[config.mk]
export PLATFORM = sky130hd
export DESIGN_NAME = cpu_run_ctrl_flat
export DESIGN_NICKNAME = d
export VERILOG_FILES = /design/src/rtl/cpu_run_ctrl_if.sv /design/src/rtl/cpu_run_ctrl.sv /design/src/flat_wrapper.sv
export SDC_FILE = /design/constraint.sdc
export NUM_CORES = 1
export LEC_CHECK = 0
export CORE_MARGIN = 4
export CORE_UTILIZATION = 48
export CTS_CLUSTER_SIZE = 24
export DETAILED_ROUTE_END_ITERATION = 10
export PLACE_DENSITY = 0.77
export REMOVE_ABC_BUFFERS = 1
export SLEW_MARGIN = 20
export SYNTH_ARGS = -nofsm -noshare
export SYNTH_HDL_FRONTEND = slang
export SYNTH_SLANG_ARGS = --single-unit
[constraint.sdc]
create_clock -name i_clk -period 2.5 [get_ports i_clk]
set_input_delay 0.25 -clock i_clk [delete_from_list [all_inputs] [get_ports i_clk]]
set_output_delay 0.25 -clock i_clk [all_outputs]
set_load 0.05 [all_outputs]
[src/rtl/cpu_run_ctrl_if.sv]
// Signal bundle between the CPU run controller and the board/CPU side.
interface cpu_run_ctrl_if #(
   parameter int DIV_W = 26,
   parameter int PC_W  = 16,
   parameter int CNT_W = 16
);
   logic             i_step_key;
   logic             i_run;
   logic [DIV_W-1:0] i_rate_div;
   logic             i_bp_en;
   logic [PC_W-1:0]  i_bp_addr;
   logic [PC_W-1:0]  i_pc;
   logic             i_halt_inst;
   logic             o_cpu_ce;
   logic [1:0]       o_state;
   logic [CNT_W-1:0] o_step_cnt;
   logic             o_break;

   modport master (
      output i_step_key, i_run, i_rate_div, i_bp_en, i_bp_addr, i_pc, i_halt_inst,
      input  o_cpu_ce, o_state, o_step_cnt, o_break
   );

   modport slave (
      input  i_step_key, i_run, i_rate_div, i_bp_en, i_bp_addr, i_pc, i_halt_inst,
      output o_cpu_ce, o_state, o_step_cnt, o_break
   );
endinterface

[src/rtl/cpu_run_ctrl.sv]
// Execution controller: single-step / free-run clock-enable generator with PC breakpoint and halt stop.
//   state | meaning
//   IDLE  | waiting for run switch or debounced key press
//   STEP  | single pulse just issued, back to IDLE next cycle
//   RUN   | free-running, one pulse per prescaler period
//   BREAK | stopped on breakpoint or halt; key steps once and resumes
module cpu_run_ctrl #(
   parameter int DEBOUNCE_CYCLES = 500000,
   parameter int DIV_W           = 26,
   parameter int PC_W            = 16,
   parameter int CNT_W           = 16
) (
   input  logic           i_clk,
   input  logic           i_rst_n,
   cpu_run_ctrl_if.slave  bus
);
   localparam int DB_W = $clog2(DEBOUNCE_CYCLES + 1);
   localparam logic [1:0] S_IDLE  = 2'b00;
   localparam logic [1:0] S_STEP  = 2'b01;
   localparam logic [1:0] S_RUN   = 2'b10;
   localparam logic [1:0] S_BREAK = 2'b11;

   logic             r_key_s1, r_key_s2, r_key_db, r_key_db_d;
   logic             r_run_s1, r_run_s2;
   logic [DB_W-1:0]  r_db_cnt;
   logic [DIV_W-1:0] r_presc, w_presc_nxt, w_div_m1;
   logic [1:0]       r_state, w_state_nxt;
   logic             r_ce, w_ce_nxt, r_brk;
   logic [CNT_W-1:0] r_step_cnt;
   logic             w_press, w_wrap, w_due, w_bp_hit;

   assign w_press  = r_key_db_d & ~r_key_db;
   assign w_div_m1 = (bus.i_rate_div == '0) ? '0 : bus.i_rate_div - DIV_W'(1);
   assign w_wrap   = (r_presc >= w_div_m1);
   // a pulse in flight suppresses the next one so CE never holds two cycles
   assign w_due    = w_wrap & ~r_ce;
   assign w_bp_hit = bus.i_bp_en && (bus.i_pc == bus.i_bp_addr);

   always_comb begin
      w_state_nxt = r_state;
      w_ce_nxt    = 1'b0;
      w_presc_nxt = '0;
      case (r_state)
         S_IDLE: begin
            if (r_run_s2) begin
               w_state_nxt = S_RUN;
            end else if (w_press) begin
               w_state_nxt = S_STEP;
               w_ce_nxt    = ~bus.i_halt_inst;
            end
         end
         S_STEP: w_state_nxt = S_IDLE;
         S_RUN: begin
            if (!r_run_s2) begin
               w_state_nxt = S_IDLE;
            end else begin
               w_presc_nxt = w_wrap ? '0 : r_presc + DIV_W'(1);
               if (w_due) begin
                  if (w_bp_hit || bus.i_halt_inst) w_state_nxt = S_BREAK;
                  else                              w_ce_nxt    = 1'b1;
               end
            end
         end
         default: begin
            if (!r_run_s2) begin
               w_state_nxt = S_IDLE;
            end else if (w_press) begin
               w_state_nxt = S_RUN;
               w_ce_nxt    = ~bus.i_halt_inst;
            end
         end
      endcase
   end

   always_ff @(posedge i_clk or negedge i_rst_n) begin
      if (!i_rst_n) begin
         r_key_s1   <= 1'b1;
         r_key_s2   <= 1'b1;
         r_key_db   <= 1'b1;
         r_key_db_d <= 1'b1;
         r_run_s1   <= 1'b0;
         r_run_s2   <= 1'b0;
         r_db_cnt   <= '0;
         r_presc    <= '0;
         r_state    <= S_IDLE;
         r_ce       <= 1'b0;
         r_brk      <= 1'b0;
         r_step_cnt <= '0;
      end else begin
         r_key_s1   <= bus.i_step_key;
         r_key_s2   <= r_key_s1;
         r_run_s1   <= bus.i_run;
         r_run_s2   <= r_run_s1;
         r_key_db_d <= r_key_db;
         if (r_key_s2 == r_key_db) begin
            r_db_cnt <= '0;
         end else if (r_db_cnt == DB_W'(DEBOUNCE_CYCLES - 1)) begin
            r_db_cnt <= '0;
            r_key_db <= r_key_s2;
         end else begin
            r_db_cnt <= r_db_cnt + DB_W'(1);
         end
         r_presc <= w_presc_nxt;
         r_state <= w_state_nxt;
         r_ce    <= w_ce_nxt;
         r_brk   <= (w_state_nxt == S_BREAK);
         if (w_ce_nxt) r_step_cnt <= r_step_cnt + CNT_W'(1);
      end
   end

   assign bus.o_cpu_ce   = r_ce;
   assign bus.o_state    = r_state;
   assign bus.o_step_cnt = r_step_cnt;
   assign bus.o_break    = r_brk;
endmodule

[src/flat_wrapper.sv]
// flat-port wrapper written by rule: the top's interface ports become plain ports
module cpu_run_ctrl_flat 
#(
   parameter int DEBOUNCE_CYCLES = 500000,
   parameter int DIV_W           = 26,
   parameter int PC_W            = 16,
   parameter int CNT_W           = 16
)
  (i_clk, i_rst_n, bus_i_step_key, bus_i_run, bus_i_rate_div, bus_i_bp_en, bus_i_bp_addr, bus_i_pc, bus_i_halt_inst, bus_o_cpu_ce, bus_o_state, bus_o_step_cnt, bus_o_break);
  cpu_run_ctrl_if #(.DIV_W(DIV_W), .PC_W(PC_W), .CNT_W(CNT_W)) bus_i ();
  input  logic i_clk;
  input  logic i_rst_n;
  input wire logic [$bits(bus_i.i_step_key)-1:0] bus_i_step_key;
  input wire logic [$bits(bus_i.i_run)-1:0] bus_i_run;
  input wire logic [$bits(bus_i.i_rate_div)-1:0] bus_i_rate_div;
  input wire logic [$bits(bus_i.i_bp_en)-1:0] bus_i_bp_en;
  input wire logic [$bits(bus_i.i_bp_addr)-1:0] bus_i_bp_addr;
  input wire logic [$bits(bus_i.i_pc)-1:0] bus_i_pc;
  input wire logic [$bits(bus_i.i_halt_inst)-1:0] bus_i_halt_inst;
  output wire logic [$bits(bus_i.o_cpu_ce)-1:0] bus_o_cpu_ce;
  output wire logic [$bits(bus_i.o_state)-1:0] bus_o_state;
  output wire logic [$bits(bus_i.o_step_cnt)-1:0] bus_o_step_cnt;
  output wire logic [$bits(bus_i.o_break)-1:0] bus_o_break;
  assign bus_i.i_step_key = bus_i_step_key;
  assign bus_i.i_run = bus_i_run;
  assign bus_i.i_rate_div = bus_i_rate_div;
  assign bus_i.i_bp_en = bus_i_bp_en;
  assign bus_i.i_bp_addr = bus_i_bp_addr;
  assign bus_i.i_pc = bus_i_pc;
  assign bus_i.i_halt_inst = bus_i_halt_inst;
  assign bus_o_cpu_ce = bus_i.o_cpu_ce;
  assign bus_o_state = bus_i.o_state;
  assign bus_o_step_cnt = bus_i.o_step_cnt;
  assign bus_o_break = bus_i.o_break;
  cpu_run_ctrl #(.DEBOUNCE_CYCLES(DEBOUNCE_CYCLES), .DIV_W(DIV_W), .PC_W(PC_W), .CNT_W(CNT_W)) u_core (.i_clk(i_clk), .i_rst_n(i_rst_n), .bus(bus_i));
endmodule
==> impl_results.md <==
* Status: finished with violations
* Failing checks: negative setup slack
* Antenna cells at 0
* Clock power frac at 34.4%
* Warnings, synthesis at 0
* Place WS at -2.08 ns
* Final-report hold violation count at 0
* CTS tree: done
* CTS Root Buffer Type: clkbuf_8
* Final nets at 759
* Congestion Overflow GR at 0
* FFs w/ async S/R, synth at 100%
* Dpl cells at 741
* Die outline area at 0.0109 mm^2
* Post-DP Area at 0.00597 mm^2
* Sequential share of the synthesized area at 39.8%
* Via Count at 4283
* Power density over the cells at 362 mW/mm^2
* Largest family of logic cells by synthesized area: simple AND/OR/NAND/NOR gates
* Antenna violations before repair at 0
* Worst setup SP type: input pin
* CTS max path bufs at 2
* Post-Synthesis Cells at 483
* Num Clock Sinks at 71
* Synth Area in Simple Gates at 27.0%
* PortBufs at 83
* Switching Power at 651 uW
* Layout Cells excl Fill at 778
* Worst setup margin at -1.25 ns
* Die Ht at 105 um
* Synthesized cell area at 0.00448 mm^2
* Clk Latency, worst-skew pair at 0.35 ns
* RSZ-0062 raised after global routing: true
* Initial Util at 50.4%
* Critical-path maximum fanout at 6
* H-tree Lvls at 3
* Area growth, synth to finish at 47.2%
* Worst Setup Path Type: in2reg
* Design area at 0.00659 mm^2
* EDFF count, synth at 0
* Max Clock Skew at 0.00941 ns
* # IOs at 84
* WL/cell at 16.2 um
* Post-synthesis adder-cell area fraction at 8.38%
* Layout cells sized above 1 at 25.4%
* Slew headroom at 59.2%
* Largest net degree at the start of global routing at 29
* GRT Util Overall at 23.0%
* Row count at 34
* IR drop worst, VDD at 327 uV
* Max cap viols at 0
* Worst Hold Class: in2reg
* HPWL Detailed at 8770 um
* First-pass GRT wire length at 20800 um
* Area of the core at 0.00889 mm^2
* Pint at 1.73 mW
* Fin crit share at 150%
* Final setup viols at 45
* Clk slew on worst S/H paths at 0.08 ns
* Min cycle time layout at 3.75 ns
* Vias in the first global route at 4469
* Setup crit end kind: flop
* Width of the die at 105 um
* Crit path DAT at 4.02 ns
* Flop pwr share at 49.2%
* Drt pass-1 iters at 4
* Static leakage at 2.96 nW
* Drt drc at 0
* Via/cell ratio at 5.51
* Main synth FF type: dfrtp_1
* Routed wire length at 12600 um
* Critical Path RT at 2.77 ns
* Maximum clock rate at 267 MHz
* Worst Tran Pin Value at 0.612 ns
* Fin Hold WS at 0.309 ns
* Mean Syn Cell Area at 9.27 um^2
* Post-synthesis mux area share at 0.950%
* Pins Over Slew Limit at 0
* Antenna-violating nets left at 0
* Synth cell types at 46
* Total CTS buffers at 9
* Final GP Congestion at 0.889
* Comb pwr share at 16.3%
* Synth Register Bits at 71
* Switching part of the total power at 27.3%
* Xor and xnor area share after synthesis at 16.8%
* 1st-iter DRT viols at 190
* Synth Area in Compound Gates at 5.48%
==> flip-flops by register name (all words and copies together), names as in the netlist <==
register	flops
u_core.r_presc	26
u_core.r_db_cnt	19
u_core.bus.o_step_cnt	16
u_core.bus.o_state	2
u_core.bus.o_break	1
u_core.bus.o_cpu_ce	1
u_core.r_key_db	1
u_core.r_key_db_d	1
u_core.r_key_s1	1
u_core.r_key_s2	1
u_core.r_run_s1	1
u_core.r_run_s2	1
==> cell families (layout without fill, tap and decap cells) <==
| logic type | Yosys count | after routing |
|---|---|---|
| DFF | 71 | 71 |
| AOI/OAI and AO/OA | 37 | 37 |
| muxes | 4 | 4 |
| adders and majority gates | 30 | 30 |
| and+or+nand+nor | 239 | 239 |
| buffers and inverters | 16 | 203 |
| xor gates and xnor gates | 86 | 86 |
==> power groups by stage <==
stage | registers, mW | logic (mW) | clock network (mW)
floorplan | 1.21 | 0.104 | 0
global placement | 1.19 | 0.333 | 0
detailed placement | 1.20 | 0.343 | 0
CTS | 1.17 | 0.377 | 0.832
global route | 1.18 | 0.424 | 0.886
finish | 1.17 | 0.390 | 0.821
==> worst max-delay path, stage by stage <==
cell and delay, ns:
clkdlybuf4s50_1 0.44, nor3_2 0.23, nand3_1 0.16, nor2_2 0.14, nand2_1 0.13, buf_4 0.17
nor3_1 0.16, xor2_1 0.22, nand2_1 0.10, ha_1 0.32, a21oi_1 0.13, o21ai_0 0.11
a221oi_2 0.32, o211ai_1 0.15, a31oi_2 0.25, buf_4 0.16, nand4b_1 0.10, buf_4 0.19
buf_16 0.15, nor2_2 0.15
==> per-layer routing <==
metal,GRT usage [%],vias to the layer above,share of wire (%)
met4,6.19,0,2.1
met5,0,-,0
li1,-,2044,-
met1,27.5,2069,41
met3,4.75,25,5.0
met2,41.9,145,52
==> cells in the mapped netlist, types with 2 or more instances <==
library cell | n | area share (%)
nor2_1 | 65 | 5.4
nand3_1 | 28 | 3.1
o21ai_0 | 9 | 1.0
dfrtp_1 | 67 | 37
nand4_1 | 18 | 2.5
ha_1 | 30 | 8.4
mux2i_1 | 2 | 0.45
clkbuf_1 | 3 | 0.25
mux2_2 | 2 | 0.50
a211oi_1 | 2 | 0.34
nor2b_1 | 2 | 0.28
and3_1 | 15 | 2.1
nor4_4 | 2 | 0.95
nor4_1 | 9 | 1.3
inv_1 | 9 | 0.75
a21oi_1 | 16 | 1.8
nor3_1 | 12 | 1.3
and2_1 | 2 | 0.28
or3_1 | 9 | 1.3
dfstp_2 | 4 | 2.3
xnor2_1 | 34 | 6.7
buf_2 | 3 | 0.34
nand2_1 | 58 | 4.9
xor2_1 | 52 | 10
nand4b_1 | 3 | 0.59
nand2b_1 | 7 | 0.98
==> layout make-up <==
class / instances / area, um^2
Tap cell: 108 / 135
Multi-Input combinational cell: 396 / 2860
Timing Repair Buffer: 178 / 1610
Clock buffer: 9 / 124
Inverter: 9 / 33.8
Clock inverter: 7 / 48.8
Sequential cell: 71 / 1780
Fill cell: 627 / 2300
==> per-stage QoR <==
stage | utilization [%] | power [mW] | TNS [ns]
detailed placement | 67.1 | 1.54 | -90.97
finish | 74.1 | 2.38 | -53.74
floorplan | - | 1.31 | -73.52
global route | 74.1 | 2.49 | -63.57
global placement | 67.1 | 1.53 | -82.92
CTS | 72.1 | 2.38 | -55.97
==> layout by cell type, fill, tap and decap left out, types with 4 or more instances in the layout <==
cell type	n
nor2_4	5
ha_1	27
clkbuf_8	9
clkdlybuf4s50_1	75
inv_1	9
a21oi_1	13
nand2_2	4
nand2b_1	7
buf_4	89
nand2_1	54
dfrtp_1	67
and3_1	15
nand4_1	18
o21ai_0	9
nor2_2	13
nor2_1	47
nand3_1	27
xnor2_1	34
xor2_1	52
dfstp_2	4
nor3_1	8
or3_1	8
nor4_1	7
==> path summary, 6_finish.rpt <==
check / startpoint / to / slack (ns) / cells past startpoint
setup reg to reg: u_core.r_presc[3]$_DFF_PN0_ / u_core.r_presc[15]$_DFF_PN0_ / -0.13 / 11
hold reg to reg: u_core.r_key_s1$_DFF_PN1_ / u_core.r_key_s2$_DFF_PN1_ / 0.36 / 0
setup / recovery: bus_i_rate_div[2] / u_core.r_presc[15]$_DFF_PN0_ / -1.25 / 20
max in group asynchronous: i_rst_n / u_core.r_presc[7]$_DFF_PN0_ / 1.22 / 3
hold / removal: bus_i_step_key / u_core.r_key_s1$_DFF_PN1_ / 0.31 / 1
min in group asynchronous: i_rst_n / u_core.r_presc[19]$_DFF_PN0_ / 0.46 / 2
==> what timing repair did <==
| action | 4_1_cts | 5_1_grt |
|---|---|---|
| hold buffers | 1 | 0 |
| resized for setup | 52 | 22 |
| buffers inserted | 12 | 6 |
| hold endpoints to repair | 24 | 0 |
| pin swaps | 35 | 20 |
| cloned | 3 | 0 |
| setup endpoints to repair | 45 | 45 |
Power figures use the tool's default switching activity.
